--- config.mk ---
export PLATFORM = sky130hd
export DESIGN_NAME = simon_playback_seq_flat
export DESIGN_NICKNAME = d
export VERILOG_FILES = /design/src/rtl/simon_playback_seq_if.sv /design/src/rtl/simon_playback_seq.sv /design/src/flat_wrapper.sv
export SDC_FILE = /design/constraint.sdc
export NUM_CORES = 1
export LEC_CHECK = 0
export CAP_MARGIN = 20
export CORE_MARGIN = 5
export CORE_UTILIZATION = 29
export CTS_CLUSTER_SIZE = 28
export DETAILED_ROUTE_END_ITERATION = 10
export MAX_ROUTING_LAYER = met4
export SLEW_MARGIN = 20
export SYNTH_ARGS = -nofsm -noshare
export SYNTH_HDL_FRONTEND = slang
export SYNTH_SLANG_ARGS = --single-unit
--- constraint.sdc ---
create_clock -name clk -period 1.8 [get_ports clk]
set_input_delay 0.45 -clock clk [delete_from_list [all_inputs] [get_ports clk]]
set_output_delay 0.45 -clock clk [all_outputs]
set_load 0.05 [all_outputs]
--- src/rtl/simon_playback_seq_if.sv ---
// Signal bundle between the Simon playback sequencer, the game FSM, the sequence RAM and the LED driver.
// The sequencer takes the slave view; the game side / bench takes the master view.
interface simon_playback_seq_if #(
  parameter int ADDR_W = 5
);
  logic              tick;
  logic              start;
  logic              abort;
  logic [ADDR_W:0]   length;
  logic              mem_rd;
  logic [ADDR_W-1:0] mem_addr;
  logic [1:0]        mem_data;
  logic [3:0]        led;
  logic              busy;
  logic              done;
  logic [ADDR_W-1:0] step_idx;

  modport slave (
    input  tick, start, abort, length, mem_data,
    output mem_rd, mem_addr, led, busy, done, step_idx
  );

  modport master (
    output tick, start, abort, length, mem_data,
    input  mem_rd, mem_addr, led, busy, done, step_idx
  );
endinterface

--- src/rtl/simon_playback_seq.sv ---
// Simon round playback: fetches each stored colour, lights its LED for ON_TICKS slow ticks,
// then blanks for OFF_TICKS, after an initial LEAD_TICKS blank period.
module simon_playback_seq #(
  parameter int ADDR_W     = 5,
  parameter int LEAD_TICKS = 2,
  parameter int ON_TICKS   = 4,
  parameter int OFF_TICKS  = 2
) (
  input logic               clk,
  input logic               reset,
  simon_playback_seq_if.slave bus
);

  localparam int MAX_TICKS = (LEAD_TICKS > ON_TICKS) ?
                             ((LEAD_TICKS > OFF_TICKS) ? LEAD_TICKS : OFF_TICKS) :
                             ((ON_TICKS > OFF_TICKS) ? ON_TICKS : OFF_TICKS);
  localparam int CNT_W = $clog2(MAX_TICKS + 1);

  localparam logic [CNT_W-1:0] LEAD_LAST = CNT_W'(LEAD_TICKS - 1);
  localparam logic [CNT_W-1:0] ON_LAST   = CNT_W'(ON_TICKS - 1);
  localparam logic [CNT_W-1:0] OFF_LAST  = CNT_W'(OFF_TICKS - 1);
  localparam logic [ADDR_W:0]  MAX_LEN   = {1'b1, {ADDR_W{1'b0}}};

  typedef enum logic [2:0] {
    S_IDLE,
    S_LEAD,
    S_FETCH,
    S_LATCH,
    S_ON,
    S_OFF,
    S_DONE
  } state_t;

  state_t            state;
  logic [CNT_W-1:0]  cnt;
  logic [ADDR_W:0]   len_q;
  logic [ADDR_W-1:0] idx;
  logic [3:0]        led_q;
  logic              busy_q;
  logic              done_q;
  logic              mem_rd_q;
  logic [ADDR_W-1:0] mem_addr_q;
  logic              last_entry;

  assign last_entry = ({1'b0, idx} == (len_q - (ADDR_W + 1)'(1)));

  assign bus.led      = led_q;
  assign bus.busy     = busy_q;
  assign bus.done     = done_q;
  assign bus.mem_rd   = mem_rd_q;
  assign bus.mem_addr = mem_addr_q;
  assign bus.step_idx = idx;

  always_ff @(posedge clk or posedge reset) begin
    if (reset) begin
      state      <= S_IDLE;
      cnt        <= '0;
      len_q      <= '0;
      idx        <= '0;
      led_q      <= '0;
      busy_q     <= 1'b0;
      done_q     <= 1'b0;
      mem_rd_q   <= 1'b0;
      mem_addr_q <= '0;
    end else begin
      done_q <= 1'b0;
      // Abort pre-empts every other event, including a completion about to pulse done.
      if (bus.abort && state != S_IDLE) begin
        state    <= S_IDLE;
        cnt      <= '0;
        led_q    <= '0;
        busy_q   <= 1'b0;
        mem_rd_q <= 1'b0;
      end else begin
        case (state)
          S_IDLE: begin
            if (bus.start && !bus.abort) begin
              len_q  <= (bus.length > MAX_LEN) ? MAX_LEN : bus.length;
              idx    <= '0;
              cnt    <= '0;
              busy_q <= 1'b1;
              state  <= (bus.length == '0) ? S_DONE : S_LEAD;
            end
          end
          S_LEAD: begin
            if (bus.tick) begin
              if (cnt == LEAD_LAST) begin
                cnt        <= '0;
                mem_rd_q   <= 1'b1;
                mem_addr_q <= idx;
                state      <= S_FETCH;
              end else begin
                cnt <= cnt + CNT_W'(1);
              end
            end
          end
          S_FETCH: begin
            mem_rd_q <= 1'b0;
            state    <= S_LATCH;
          end
          // RAM data is valid one cycle after the strobe, so the colour is captured here.
          S_LATCH: begin
            led_q <= 4'b0001 << bus.mem_data;
            cnt   <= '0;
            state <= S_ON;
          end
          S_ON: begin
            if (bus.tick) begin
              if (cnt == ON_LAST) begin
                cnt   <= '0;
                led_q <= '0;
                state <= S_OFF;
              end else begin
                cnt <= cnt + CNT_W'(1);
              end
            end
          end
          S_OFF: begin
            if (bus.tick) begin
              if (cnt == OFF_LAST) begin
                cnt <= '0;
                if (last_entry) begin
                  state <= S_DONE;
                end else begin
                  idx        <= idx + ADDR_W'(1);
                  mem_rd_q   <= 1'b1;
                  mem_addr_q <= idx + ADDR_W'(1);
                  state      <= S_FETCH;
                end
              end else begin
                cnt <= cnt + CNT_W'(1);
              end
            end
          end
          S_DONE: begin
            done_q <= 1'b1;
            busy_q <= 1'b0;
            state  <= S_IDLE;
          end
          default: begin
            state <= S_IDLE;
          end
        endcase
      end
    end
  end

  a_led_onehot: assert property (@(posedge clk) disable iff (reset) $onehot0(led_q));
  a_rd_in_fetch: assert property (@(posedge clk) disable iff (reset) mem_rd_q |-> (state == S_FETCH));

endmodule
--- src/flat_wrapper.sv ---
// flat-port wrapper written by rule: the top's interface ports become plain ports
module simon_playback_seq_flat 
#(
  parameter int ADDR_W     = 5,
  parameter int LEAD_TICKS = 2,
  parameter int ON_TICKS   = 4,
  parameter int OFF_TICKS  = 2
)
  (clk, reset, bus_tick, bus_start, bus_abort, bus_length, bus_mem_data, bus_mem_rd, bus_mem_addr, bus_led, bus_busy, bus_done, bus_step_idx);
  simon_playback_seq_if #(.ADDR_W(ADDR_W)) bus_i ();
  input logic clk;
  input logic reset;
  input wire logic [$bits(bus_i.tick)-1:0] bus_tick;
  input wire logic [$bits(bus_i.start)-1:0] bus_start;
  input wire logic [$bits(bus_i.abort)-1:0] bus_abort;
  input wire logic [$bits(bus_i.length)-1:0] bus_length;
  input wire logic [$bits(bus_i.mem_data)-1:0] bus_mem_data;
  output wire logic [$bits(bus_i.mem_rd)-1:0] bus_mem_rd;
  output wire logic [$bits(bus_i.mem_addr)-1:0] bus_mem_addr;
  output wire logic [$bits(bus_i.led)-1:0] bus_led;
  output wire logic [$bits(bus_i.busy)-1:0] bus_busy;
  output wire logic [$bits(bus_i.done)-1:0] bus_done;
  output wire logic [$bits(bus_i.step_idx)-1:0] bus_step_idx;
  assign bus_i.tick = bus_tick;
  assign bus_i.start = bus_start;
  assign bus_i.abort = bus_abort;
  assign bus_i.length = bus_length;
  assign bus_i.mem_data = bus_mem_data;
  assign bus_mem_rd = bus_i.mem_rd;
  assign bus_mem_addr = bus_i.mem_addr;
  assign bus_led = bus_i.led;
  assign bus_busy = bus_i.busy;
  assign bus_done = bus_i.done;
  assign bus_step_idx = bus_i.step_idx;
  simon_playback_seq #(.ADDR_W(ADDR_W), .LEAD_TICKS(LEAD_TICKS), .ON_TICKS(ON_TICKS), .OFF_TICKS(OFF_TICKS)) u_core (.clk(clk), .reset(reset), .bus(bus_i));
endmodule
-- Word level (Yosys, flattened, before mapping)
Index checks and enable logic that the tools add are counted.
- flip-flop bits (word level): 29
- input bits: 13
- output and inout bits: 17
- logic and storage cells: 103
- $add $sub $neg: 3
- order comparisons: 1
- equal/unequal tests: 24
- shift-type cells: 1
- muxes and demuxes: 43
- bitwise logic cells: 1
- reduce and logical (&&, ||, !) cells: 21
- operators with widths (cell ; count):
    $mux 3 ; 16
    $mux 5 ; 6
    $pmux 5 s2 ; 2
    $pmux 3 s6 ; 1
    $ne 3x1->1 const B ; 5
    $reduce_and 7->1 ; 2
    $mux 4 ; 3
    $pmux 3 s4 ; 1
    $reduce_and 6->1 ; 2
    $mux 1 ; 10
    $eq 3x2->1 const B ; 3
    $eq 3x3->1 const B ; 3
    $ne 3x2->1 const B ; 3
    $reduce_bool 3->1 ; 3
    $pmux 4 s2 ; 1
    $eq 3x1->1 const B ; 2
    $eq 5x6->1 ; 1
    $gt 6x6->1 const B ; 1
    $logic_not 6->1 ; 1
    $mux 6 ; 1
    $ne 2x1->1 const B ; 3
    $ne 2x2->1 const B ; 3
    $reduce_and 3->1 ; 2
    $sub 6x1->6 const B ; 1
    other kinds (16) ; 18

-- Depth between registers and ports, before layout
Gate-level depths: netlist (run 1).
- depth in word-level cells: 7
- depth in mapped cells: 7
- depth with buffers taken out: 7

-- Worst setup path after synthesis (run 1)
No wires, ideal clock.
- path kind: register to register
- start: register u_core.idx[3], in the netlist u_core.bus.step_idx[3]
- end: register u_core.mem_addr_q[1], in the netlist u_core.bus.mem_addr[1]
- setup time: 125 ps
- arrival: 1881 ps
- data required time: 1675 ps
- setup slack: -206 ps
- cell stages (with the launch flop): 6
- buffers on the path: 0
- period minus slack after synthesis: 2006 ps
- cell sequence: dfrtp_1 -> xor2_1 -> xnor2_1 -> nand4_4 -> o21ai_4 -> mux2_4
- longest elaborated chain between the ends: 3
- ends and longest elaborated chain (item ; line ; source):
    start: declaration ; simon_playback_seq.sv:37 ; logic [ADDR_W-1:0] idx;
    start signal: assignment ; simon_playback_seq.sv:125 ; idx <= idx + ADDR_W'(1);
    $eq 5x6->1 ; simon_playback_seq.sv:45 ; assign last_entry = ({1'b0, idx} == (len_q - (ADDR_W + 1)'(1)));
    $ne 2x2->1 (no source line) ; n/a ;
    $reduce_and 7->1 (no source line) ; n/a ;
    end signal: assignment ; simon_playback_seq.sv:90 ; mem_addr_q <= idx;
    end signal: assignment ; simon_playback_seq.sv:127 ; mem_addr_q <= idx + ADDR_W'(1);
    end: declaration ; simon_playback_seq.sv:42 ; logic [ADDR_W-1:0] mem_addr_q;
No other way between the ends.
A chain may end at the register's enable or synchronous reset.

-- Worst setup path in the final report (run 1)
- start: register u_core.len_q[0]
- end: register u_core.mem_addr_q[1], in the netlist u_core.bus.mem_addr[1]
- longest elaborated chain between the ends: 4
- ends and longest elaborated chain (item ; line ; source):
    start: declaration ; simon_playback_seq.sv:36 ; logic [ADDR_W:0] len_q;
    start signal: assignment ; simon_playback_seq.sv:78 ; len_q <= (bus.length > MAX_LEN) ? MAX_LEN : bus.length;
    $sub 6x1->6 ; simon_playback_seq.sv:45 ;
    $eq 5x6->1 ; simon_playback_seq.sv:45 ;
    $ne 2x2->1 (no source line) ; n/a ;
    $reduce_and 7->1 (no source line) ; n/a ;
No other way between the ends.

==> metrics.cfg, run 1 <==
[global_routing]
grt_usage_pct = 11.3
overflow = 0
grtUsageMet3_pct = 3.67
use_met2_pct = 16.0
grt_max_degree = 30
grtUsageMet1_pct = 14.5
grt_pass1_vias = 1593
antenna_found_initial = 0
grt_pass1_wl_mm = 7.33
top_usage_layer = met2

[status]
status = finished with violations
violations = negative setup slack

[hold_path]
hold_path_end = u_core.bus.mem_rd$_DFFE_PP0P_
hold_depth = 2
holdCritPathClass = reg -> reg
hold_path_startpoint = u_core.bus.mem_rd$_DFFE_PP0P_

[clock_tree]
clk_latency_ns = 0.29
cts_tree = done
ctsHoldBuffers = 0
cts_root_buf = clkbuf_8
cts_buffer_depth = 2
cts.clk_slew.worst_paths_ns = 0.06
numCtsBuffers = 5
cts.sinks = 29
htree_levels = 2

[pwr]
netSwitchingPower_uw = 1330
seqPwrFrac_pct = 27.6
combinationalPowerShare_pct = 54.7
power.share.clock_pct = 17.7
power-per-cell-area_nw_per_um2 = 1220
p_leak_uw = 0.00132
intPower_uw = 2040
p_total_uw = 3370
switching_share_pct = 39.6
ir_worst_vdd_uv = 436

[floorplanning]
die_w_um = 90.7
io_pins = 30
core_area_um2 = 6350
num_rows = 29
die_area_um2 = 8220
initial_core_util_pct = 29.7
die_h_um = 90.7

[placed_design]
place_ws_ns = -0.284
dp.final_hpwl_mm = 3.29
dpl_cell_area_um2 = 2560
dp_cells = 338
place.port_buffers = 29
gp_congestion = 0.786

[synthesis]
syn-cell-area_um2 = 1890
avgSynthCellArea_um2 = 9.44
synth-async-reset-ratio_pct = 100
syn_inst = 200
synth_edf_count = 0
ys_seq_area_share_pct = 38.4
ys_seq_elements = 29
ys.flop_type = dfrtp_1
ys_warn_count = 0
synth_cell_types = 48
syn_nets = 220

[worst_setup_path]
cp_max_fo = 6
timing.rr.end = u_core.bus.mem_addr[1]$_DFFE_PP0P_
reg2reg_from = u_core.len_q[0]$_DFFE_PP0P_
cp_data_required_time_ns = 1.97
crit_arrival_ns = 2.13
reg2reg_slack_ns = -0.15
endpoint_kind = flop
startpoint_type = flop
r2r_cells = 7
path_class = reg -> reg

[timing]
clock_skew_ns = 0.00742
hold_slack_ns = 0.492
period_minus_slack_ns = 1.95
finalHoldViolations = 0
grt_setup_unrepaired = yes
finalSetupViolations = 10
relSlewSlack_pct = 75.1
worstMarginPinSlew_ns = 0.373
slew_viol_final = 0
max_freq_mhz = 512
fin_ws_ns = -0.153
post-route-period-util_pct = 108

[flow_run]
cap_violations = 0

[cells_and_area]
final_design_area_no_fill_um2 = 2770
final_nets = 294
drive_gt1_share_pct = 36.7
n_antenna_cell = 0
instances_no_fill = 352
area_growth_pct = 46.6

[routing]
wire_per_inst_um = 12.2
drtAntennaViolNets = 0
wirelength_mm = 4.30
dr.pass1.iters = 4
viasPerCell = 4.66
num_vias = 1642
drc = 0
initialDrtViolationCount = 72

==> Yosys cell counts, types with 5 or more instances <==
cell	number	area, um^2
o21ai_0	11	55.1
nand2b_1	13	81.3
nand3_1	6	30.0
ha_1	7	87.6
dfrtp_1	29	726
nor2b_1	7	43.8
nor2_1	7	26.3
or3_1	5	31.3
o21ai_1	7	35.0
inv_1	15	56.3
clkbuf_1	8	30.0
o22ai_1	5	31.3
nand2_1	21	78.8
mux2_4	6	90.1
==> worst max path at each step <==
stage                                     start                            endpoint  slack (ns)  cells after the start
CTS                 u_core.len_q[0]$_DFFE_PP0P_  u_core.bus.mem_addr[1]$_DFFE_PP0P_       -0.13                      7
finish              u_core.len_q[0]$_DFFE_PP0P_  u_core.bus.mem_addr[1]$_DFFE_PP0P_       -0.15                      7
global route        u_core.len_q[0]$_DFFE_PP0P_  u_core.bus.mem_addr[1]$_DFFE_PP0P_       -0.22                      7
floorplan           u_core.len_q[0]$_DFFE_PP0P_  u_core.bus.mem_addr[1]$_DFFE_PP0P_       -0.10                      7
detailed placement                bus_length[0]         u_core.state[2]$_DFFE_PP0P_       -0.28                      7
global placement                  bus_length[0]         u_core.state[2]$_DFFE_PP0P_       -0.26                      7
==> per-layer routing <==
layer	wire length, um	vias up
li1	-	853
met1	2110	751
met2	1890	31
met3	229	7
met4	72	0
met5	0	-
==> placed cells by master, fill, tap and decap left out, drive strengths merged, types with 6 or more instances in the layout <==
cell            n
nor2b           7
dfrtp          29
o21ai          19
mux2            7
nor2            9
ha              7
nand2b         13
clkdlybuf4s50  12
nand3           6
nand2          21
inv            16
clkbuf          7
buf            63
==> cell type report <==
class / instances / area (um^2)
flip-flops and latches: 29 / 731
clock inverters: 1 / 5.00
fillers: 634 / 3580
clock buffers: 7 / 96.3
multi-input cells: 147 / 1120
inverters: 16 / 60.1
well taps: 77 / 96.3
repair buffers: 75 / 658
==> sequential cells by signal, summed over array words and instances, names as in the netlist <==
name,cells
u_core.bus.step_idx,5
u_core.state,3
u_core.bus.mem_rd,1
u_core.bus.led,4
u_core.bus.busy,1
u_core.bus.mem_addr,5
u_core.bus.done,1
u_core.len_q,6
u_core.cnt,3
==> logic make-up (layout without fill, tap and decap cells) <==
logic type,after synthesis,after routing,synth area share [%]
XOR/XNOR,5,5,2.32
AND/OR/NAND/NOR,76,76,24.1
AO/OA/AOI/OAI,51,51,19.9
buffers and inverters,24,99,4.77
adder cells (fa/ha/maj),7,7,4.64
flip-flops,29,29,38.4
multiplexers,8,8,5.90
==> power by group through the flow <==
stage                     clock network [uW]  registers, uW  logic (uW)
after floorplan                            0           1040         929
after global placement                     0            931        1620
after detailed placement                   0            937        1640
after CTS                                611            929        1840
after global routing                     643            955        2000
final                                    596            931        1840
==> timing repair <==
| item | CTS | global route |
|---|---|---|
| endpoints found under the hold margin | 0 | 0 |
| setup buffers | 5 | 1 |
| endpoints found under the setup margin | 11 | 13 |
| gates resized for setup | 12 | 2 |
| pin swaps | 7 | 3 |
==> critical path, stage by stage, from the launching register on <==
cell and delay [ns]:
dfrtp_1 0.42, inv_2 0.07, ha_4 0.24, xnor2_2 0.13, nor3_2 0.17, nand4_4 0.18, o21ai_4 0.30, mux2_4 0.33
==> through the flow <==
stage	util [%]	TNS, ns
floorplan	-	-0.578
global placement	40.3	-1.97
detailed placement	40.3	-2.27
CTS	43.3	-0.830
global route	43.6	-1.88
finish	43.6	-1.15
(Power assumes the default switching activity.)
==> run 2, diff against run 1 <==
ABC_AREA = 0   (was default)
CTS_BUF_LIST = sky130_fd_sc_hd__clkbuf_16   (was default)
==> metrics.cfg, run 2 (synthesis gave the netlist of run 1 again) <==
[pwr]
netSwitchingPower_uw = 1390  ; +3.8%
combinationalPowerShare_pct = 53.6  ; -1.1 points
seqPwrFrac_pct = 25.4  ; -2.2 points
intPower_uw = 2290  ; +12%
power.share.clock_pct = 21.0  ; +3.3 points
power-per-cell-area_nw_per_um2 = 1290  ; +6.0%
ir_worst_vdd_uv = 633  ; +45%
p_leak_uw = 0.00136  ; +2.9%
switching_share_pct = 37.7  ; -1.9 points

[clock_tree]
ctsHoldBuffers = 0  ; unchanged
clk_latency_ns = 0.28  ; about the same
cts_buffer_depth = 2  ; unchanged
cts_root_buf = clkbuf_16
cts_tree = done
htree_levels = 2  ; unchanged
cts.sinks = 29  ; unchanged
cts.clk_slew.worst_paths_ns = 0.05  ; about the same
numCtsBuffers = 5  ; unchanged

[floorplanning]
io_pins = 30  ; unchanged
die_w_um = 90.7  ; unchanged
die_h_um = 90.7  ; unchanged
num_rows = 29  ; unchanged
die_area_um2 = 8220  ; unchanged
core_area_um2 = 6350  ; unchanged
initial_core_util_pct = 29.7  ; unchanged

[cells_and_area]
instances_no_fill = 355  ; +0.85%
multi_input_area_um2 = 1130  ; +1.0%
final_nets = 297  ; +1.0%
area_growth_pct = 50.7
fillers = 631  ; -0.47%
n_antenna_cell = 0  ; unchanged
final_cell_mix = 56 x buf_4, 25 x dfrtp_1, 21 x nand2_1
final_common_cell = buf_4
regMostFlops = u_core.len_q
largest_reg_flops = 6  ; unchanged
ff_latch_area_um2 = 731  ; unchanged
drive_gt1_share_pct = 37.8  ; +1.0 points

[placed_design]
gp_congestion = 0.786  ; unchanged
place.port_buffers = 29  ; unchanged
dp.final_hpwl_mm = 3.29  ; unchanged
dp_cells = 338  ; unchanged

[timing]
finalSetupViolations = 11  ; +1
fin_tns_setup_ns = -1.21  ; -0.0612 ns
clock_skew_ns = 0.00390  ; -0.00352 ns
max_freq_mhz = 513  ; +0.18%
fin_ws_ns = -0.149  ; +0.00357 ns
period_minus_slack_ns = 1.95  ; -0.00357 ns
post-route-period-util_pct = 108  ; -0.20 points
worstMarginPinSlew_ns = 0.382  ; +0.00890 ns
relSlewSlack_pct = 74.5  ; -0.59 points
slew_viol_final = 0  ; unchanged
grt_setup_unrepaired = yes
finalHoldViolations = 0  ; unchanged

[routing]
drtAntennaViolNets = 0  ; unchanged
initialDrtViolationCount = 67  ; -6.9%
dr.pass1.iters = 4  ; unchanged
num_vias = 1656  ; +0.85%
wire_per_inst_um = 12.6  ; +2.7%
wirelength_mm = 4.46  ; +3.6%
drc = 0  ; unchanged
viasPerCell = 4.66  ; about the same

[hold_path]
hold_path_end = u_core.bus.mem_rd$_DFFE_PP0P_
hold_depth = 2  ; unchanged
hold_path_startpoint = u_core.bus.mem_rd$_DFFE_PP0P_
holdCritPathClass = reg -> reg

[worst_setup_path]
r2r_cells = 7  ; unchanged
reg2reg_from = u_core.len_q[0]$_DFFE_PP0P_
cp_max_fo = 6  ; unchanged
timing.rr.end = u_core.bus.mem_addr[1]$_DFFE_PP0P_
reg2reg_slack_ns = -0.15  ; about the same
startpoint_type = flop
crit_arrival_ns = 2.11  ; -0.02 ns
path_class = reg -> reg
cp_data_required_time_ns = 1.96  ; about the same
endpoint_kind = flop

[status]
violations = negative setup slack
status = finished with violations

[global_routing]
grt_max_degree = 30  ; unchanged
antenna_found_initial = 0  ; unchanged
grt_pass1_wl_mm = 7.53  ; +2.7%
grt_pass1_vias = 1630  ; +2.3%
grt_usage_pct = 11.6  ; +0.34 points
overflow = 0  ; unchanged

[flow_run]
cap_violations = 0  ; unchanged

run 2: what timing repair did:
item                                    in CTS  in global routing
setup buffers                                6                  3
endpoints found under the setup margin      11                 14
resized for setup                           12                  7
pin swaps                                    9                  3
run 2: worst max-delay path: stages (launching register included):
cell and delay, ns:
dfrtp_1 0.41, inv_2 0.07, ha_4 0.24, xnor2_2 0.13
nor3_2 0.19, nand4_4 0.18, o21ai_4 0.27, mux2_4 0.33
run 2: worst max path at each step:
stage / from / end
2_1_floorplan: u_core.len_q[0]$_DFFE_PP0P_ / u_core.bus.mem_addr[1]$_DFFE_PP0P_
3_3_place_gp: bus_length[0] / u_core.state[2]$_DFFE_PP0P_
3_5_place_dp: bus_length[0] / u_core.state[2]$_DFFE_PP0P_
4_1_cts: u_core.len_q[0]$_DFFE_PP0P_ / u_core.bus.mem_addr[1]$_DFFE_PP0P_
5_1_grt: u_core.len_q[0]$_DFFE_PP0P_ / u_core.bus.mem_addr[1]$_DFFE_PP0P_
6_report: u_core.len_q[0]$_DFFE_PP0P_ / u_core.bus.mem_addr[1]$_DFFE_PP0P_
run 2: metal layers:
layer  part of all wire, %  wire length (um)  vias to the layer above  global-route usage (%)
li1                      -                 -                      860                       -
met1                    48              2140                      754                    14.7
met2                    45              2010                       35                    17.1
met3                   5.2               232                        7                    3.67
met4                   1.7                74                        0                    4.84
met5                     0                 0                        -                       -
run 2: layout make-up:
| class | instances | area share, % |
|---|---|---|
| well taps | 77 | 3.39 |
| clock buffers | 5 | 4.40 |
| inverters | 16 | 2.11 |
| flip-flops and latches | 29 | 25.7 |
| multi-input cells | 147 | 39.8 |
| clock inverters | 3 | 0.440 |
| repair buffers | 78 | 24.2 |
run 2: per-stage QoR:
stage	instance area [um^2]	hold slack, ns	total power, uW	utilization (%)	worst slack [ns]
5_1_grt	2850	0.533	3910	44.8	-0.213
6_report	2850	0.488	3670	44.8	-0.149
3_5_place_dp	2560	0.491	2570	40.3	-0.284
2_1_floorplan	1890	0.481	1970	-	-0.102
4_1_cts	2790	0.502	3580	44.0	-0.132
3_3_place_gp	2560	0.503	2550	40.3	-0.261
run 2: power groups by stage:
stage	Sequential, uW	Combinational [uW]	Clock, uW
floorplan	1040	929	0
global placement	931	1620	0
detailed placement	937	1640	0
CTS	929	1860	792
global route	956	2130	821
finish	932	1970	771
==> run 3, diff against run 2 <==
CORE_UTILIZATION = 48   (was 29)
PLACE_DENSITY = 0.76   (was default)
==> metrics.cfg, run 3 (synthesis gave the netlist of run 1 again) <==
[status]
status = finished with violations
violations = negative setup slack

[routing]
num_vias = 1666  ; +0.60%
wirelength_mm = 4.37  ; -2.0%
dr.pass1.iters = 4  ; unchanged
initialDrtViolationCount = 146  ; +120%
drc = 0  ; unchanged
wire_per_inst_um = 13.9  ; +10%
viasPerCell = 5.29  ; +13%
drtAntennaViolNets = 0  ; unchanged

[timing]
finalHoldViolations = 0  ; unchanged
clock_skew_ns = 0.00294  ; -0.000953 ns
fin_ws_ns = -0.159  ; -0.00979 ns
worstMarginPinSlew_ns = 0.391  ; +0.00916 ns
hold_slack_ns = 0.479  ; -0.00911 ns
period_minus_slack_ns = 1.96  ; +0.00979 ns
grt_setup_unrepaired = yes
max_freq_mhz = 510  ; -0.50%
finalSetupViolations = 11  ; unchanged
slew_viol_final = 0  ; unchanged
post-route-period-util_pct = 109  ; +0.54 points
relSlewSlack_pct = 73.7  ; -0.77 points

[cells_and_area]
n_antenna_cell = 0  ; unchanged
area_growth_pct = 42.5
final_nets = 286  ; -3.7%
ff_latch_area_um2 = 731  ; unchanged
multi_input_area_um2 = 1110  ; -1.8%
drive_gt1_share_pct = 33.7  ; -4.1 points
largest_reg_flops = 6  ; unchanged
final_cell_mix = 47 x buf_4, 25 x dfrtp_1, 21 x nand2_1
regMostFlops = u_core.len_q
final_common_cell = buf_4
fillers = 297  ; -53%

[global_routing]
grt_usage_pct = 18.9  ; +7.3 points
overflow = 0  ; unchanged
grt_max_degree = 30  ; unchanged
grt_pass1_vias = 1659  ; +1.8%
antenna_found_initial = 0  ; unchanged
grt_pass1_wl_mm = 7.42  ; -1.4%

[worst_setup_path]
cp_data_required_time_ns = 1.96  ; about the same
endpoint_kind = flop
slowest_delay_ns = 0.41  ; about the same
crit_arrival_ns = 2.12  ; about the same
cp_max_fo = 6  ; unchanged
path_class = reg -> reg
startpoint_type = flop
crit_path_cell_trace = inv_2 > ha_4 > nand2b_4 > buf_6 > a21o_1 > a31oi_4 > o21ai_4 > buf_12 > mux2_4
cpMaxStageDelayCell = dfrtp_1

[clock_tree]
cts_root_buf = clkbuf_16
numCtsBuffers = 5  ; unchanged
clk_latency_ns = 0.28  ; about the same
cts.clk_slew.worst_paths_ns = 0.05  ; about the same
cts_tree = done
ctsHoldBuffers = 0  ; unchanged
htree_levels = 2  ; unchanged
cts.sinks = 29  ; unchanged
cts_buffer_depth = 2  ; unchanged

[pwr]
seqPwrFrac_pct = 25.9  ; +0.5 points
switching_share_pct = 38.1  ; +0.40 points
netSwitchingPower_uw = 1360  ; -1.8%
p_leak_uw = 0.00130  ; -4.2%
ir_worst_vdd_uv = 738  ; +16%
intPower_uw = 2210  ; -3.5%
power-per-cell-area_nw_per_um2 = 1330  ; +2.7%
power.share.clock_pct = 21.8  ; +0.8 points
combinationalPowerShare_pct = 52.3  ; -1.3 points

[hold_path]
holdCritPathClass = reg -> reg

[flow_run]
cap_violations = 0  ; unchanged

[placed_design]
place.port_buffers = 29  ; unchanged
dp.final_hpwl_mm = 3.17  ; -3.8%
place_ws_ns = -0.229  ; +0.0550 ns
gp_congestion = 0.803  ; +2.1%

[floorplanning]
die_h_um = 72.7  ; -20%
io_pins = 30  ; unchanged
initial_core_util_pct = 50.4  ; +21 points
die_area_um2 = 5290  ; -36%
core_area_um2 = 3740  ; -41%
num_rows = 22  ; -24%
die_w_um = 72.7  ; -20%

-- run 3: per-stage QoR --
step / cells / total power, uW / setup TNS, ns / area [um^2] / util [%]
after detailed placement: 302 / 2530 / -1.80 / 2440 / 65.3
after global placement: 302 / 2490 / -1.41 / 2440 / 65.3
after floorplan: 200 / 1970 / -0.578 / 1890 / -
after CTS: 313 / 3410 / -1.14 / 2640 / 70.5
after global routing: 315 / 3820 / -2.04 / 2690 / 71.9
final: 315 / 3570 / -1.16 / 2690 / 71.9
-- run 3: cell type report --
class | count | area share, %
Timing Repair Buffer | 67 | 21.9
Clock inverter | 3 | 0.465
Clock buffer | 5 | 4.65
Inverter | 16 | 2.23
Sequential cell | 29 | 27.2
Multi-Input combinational cell | 147 | 41.3
Tap cell | 48 | 2.23
-- run 3: power groups by stage --
stage | clock network, uW | registers, uW | logic [uW]
after floorplan | 0 | 1040 | 929
after global placement | 0 | 914 | 1580
after detailed placement | 0 | 923 | 1600
after CTS | 790 | 915 | 1700
after global routing | 829 | 950 | 2040
final | 777 | 924 | 1870
-- run 3: path summary, 6_finish.rpt --
path / startpoint / end / depth (start not counted) / slack, ns
min in group asynchronous: reset / u_core.bus.mem_rd$_DFFE_PP0P_ / 3 / 0.55
worst min register to register: u_core.bus.mem_rd$_DFFE_PP0P_ / u_core.bus.mem_rd$_DFFE_PP0P_ / 2 / 0.48
worst max register to register: u_core.len_q[0]$_DFFE_PP0P_ / u_core.bus.mem_addr[1]$_DFFE_PP0P_ / 9 / -0.16
worst max-delay path: u_core.len_q[0]$_DFFE_PP0P_ / u_core.bus.mem_addr[1]$_DFFE_PP0P_ / 9 / -0.16
max in group asynchronous: reset / u_core.bus.step_idx[2]$_DFFE_PP0P_ / 3 / 0.94
worst min-delay path: u_core.bus.mem_rd$_DFFE_PP0P_ / u_core.bus.mem_rd$_DFFE_PP0P_ / 2 / 0.48
-- run 3: layer usage --
layer / up-vias / GRT usage [%] / routed length [um]
met2: 32 / 30.4 / 2130
met4: 0 / 8.40 / 92
met1: 791 / 21.7 / 1910
li1: 833 / - / -
met5: - / - / 0
met3: 10 / 5.65 / 235
-- run 3: repair_timing --
action | CTS | global route
setup buffers | 3 | 3
pin swaps | 1 | 4
endpoints found under the hold margin | 0 | 0
cloned | 0 | 0
gates resized for setup | 5 | 9
endpoints found under the setup margin | 11 | 12
-- run 3: critical path: cells and delay by family (launching register included) --
kind                     cells  cell delay, ns
adder cells (fa/ha/maj)      1            0.16
AND/OR/NAND/NOR              1            0.06
multiplexers                 1            0.29
flip-flops                   1            0.41
buffers and inverters        3            0.33
AO/OA/AOI/OAI                3            0.58
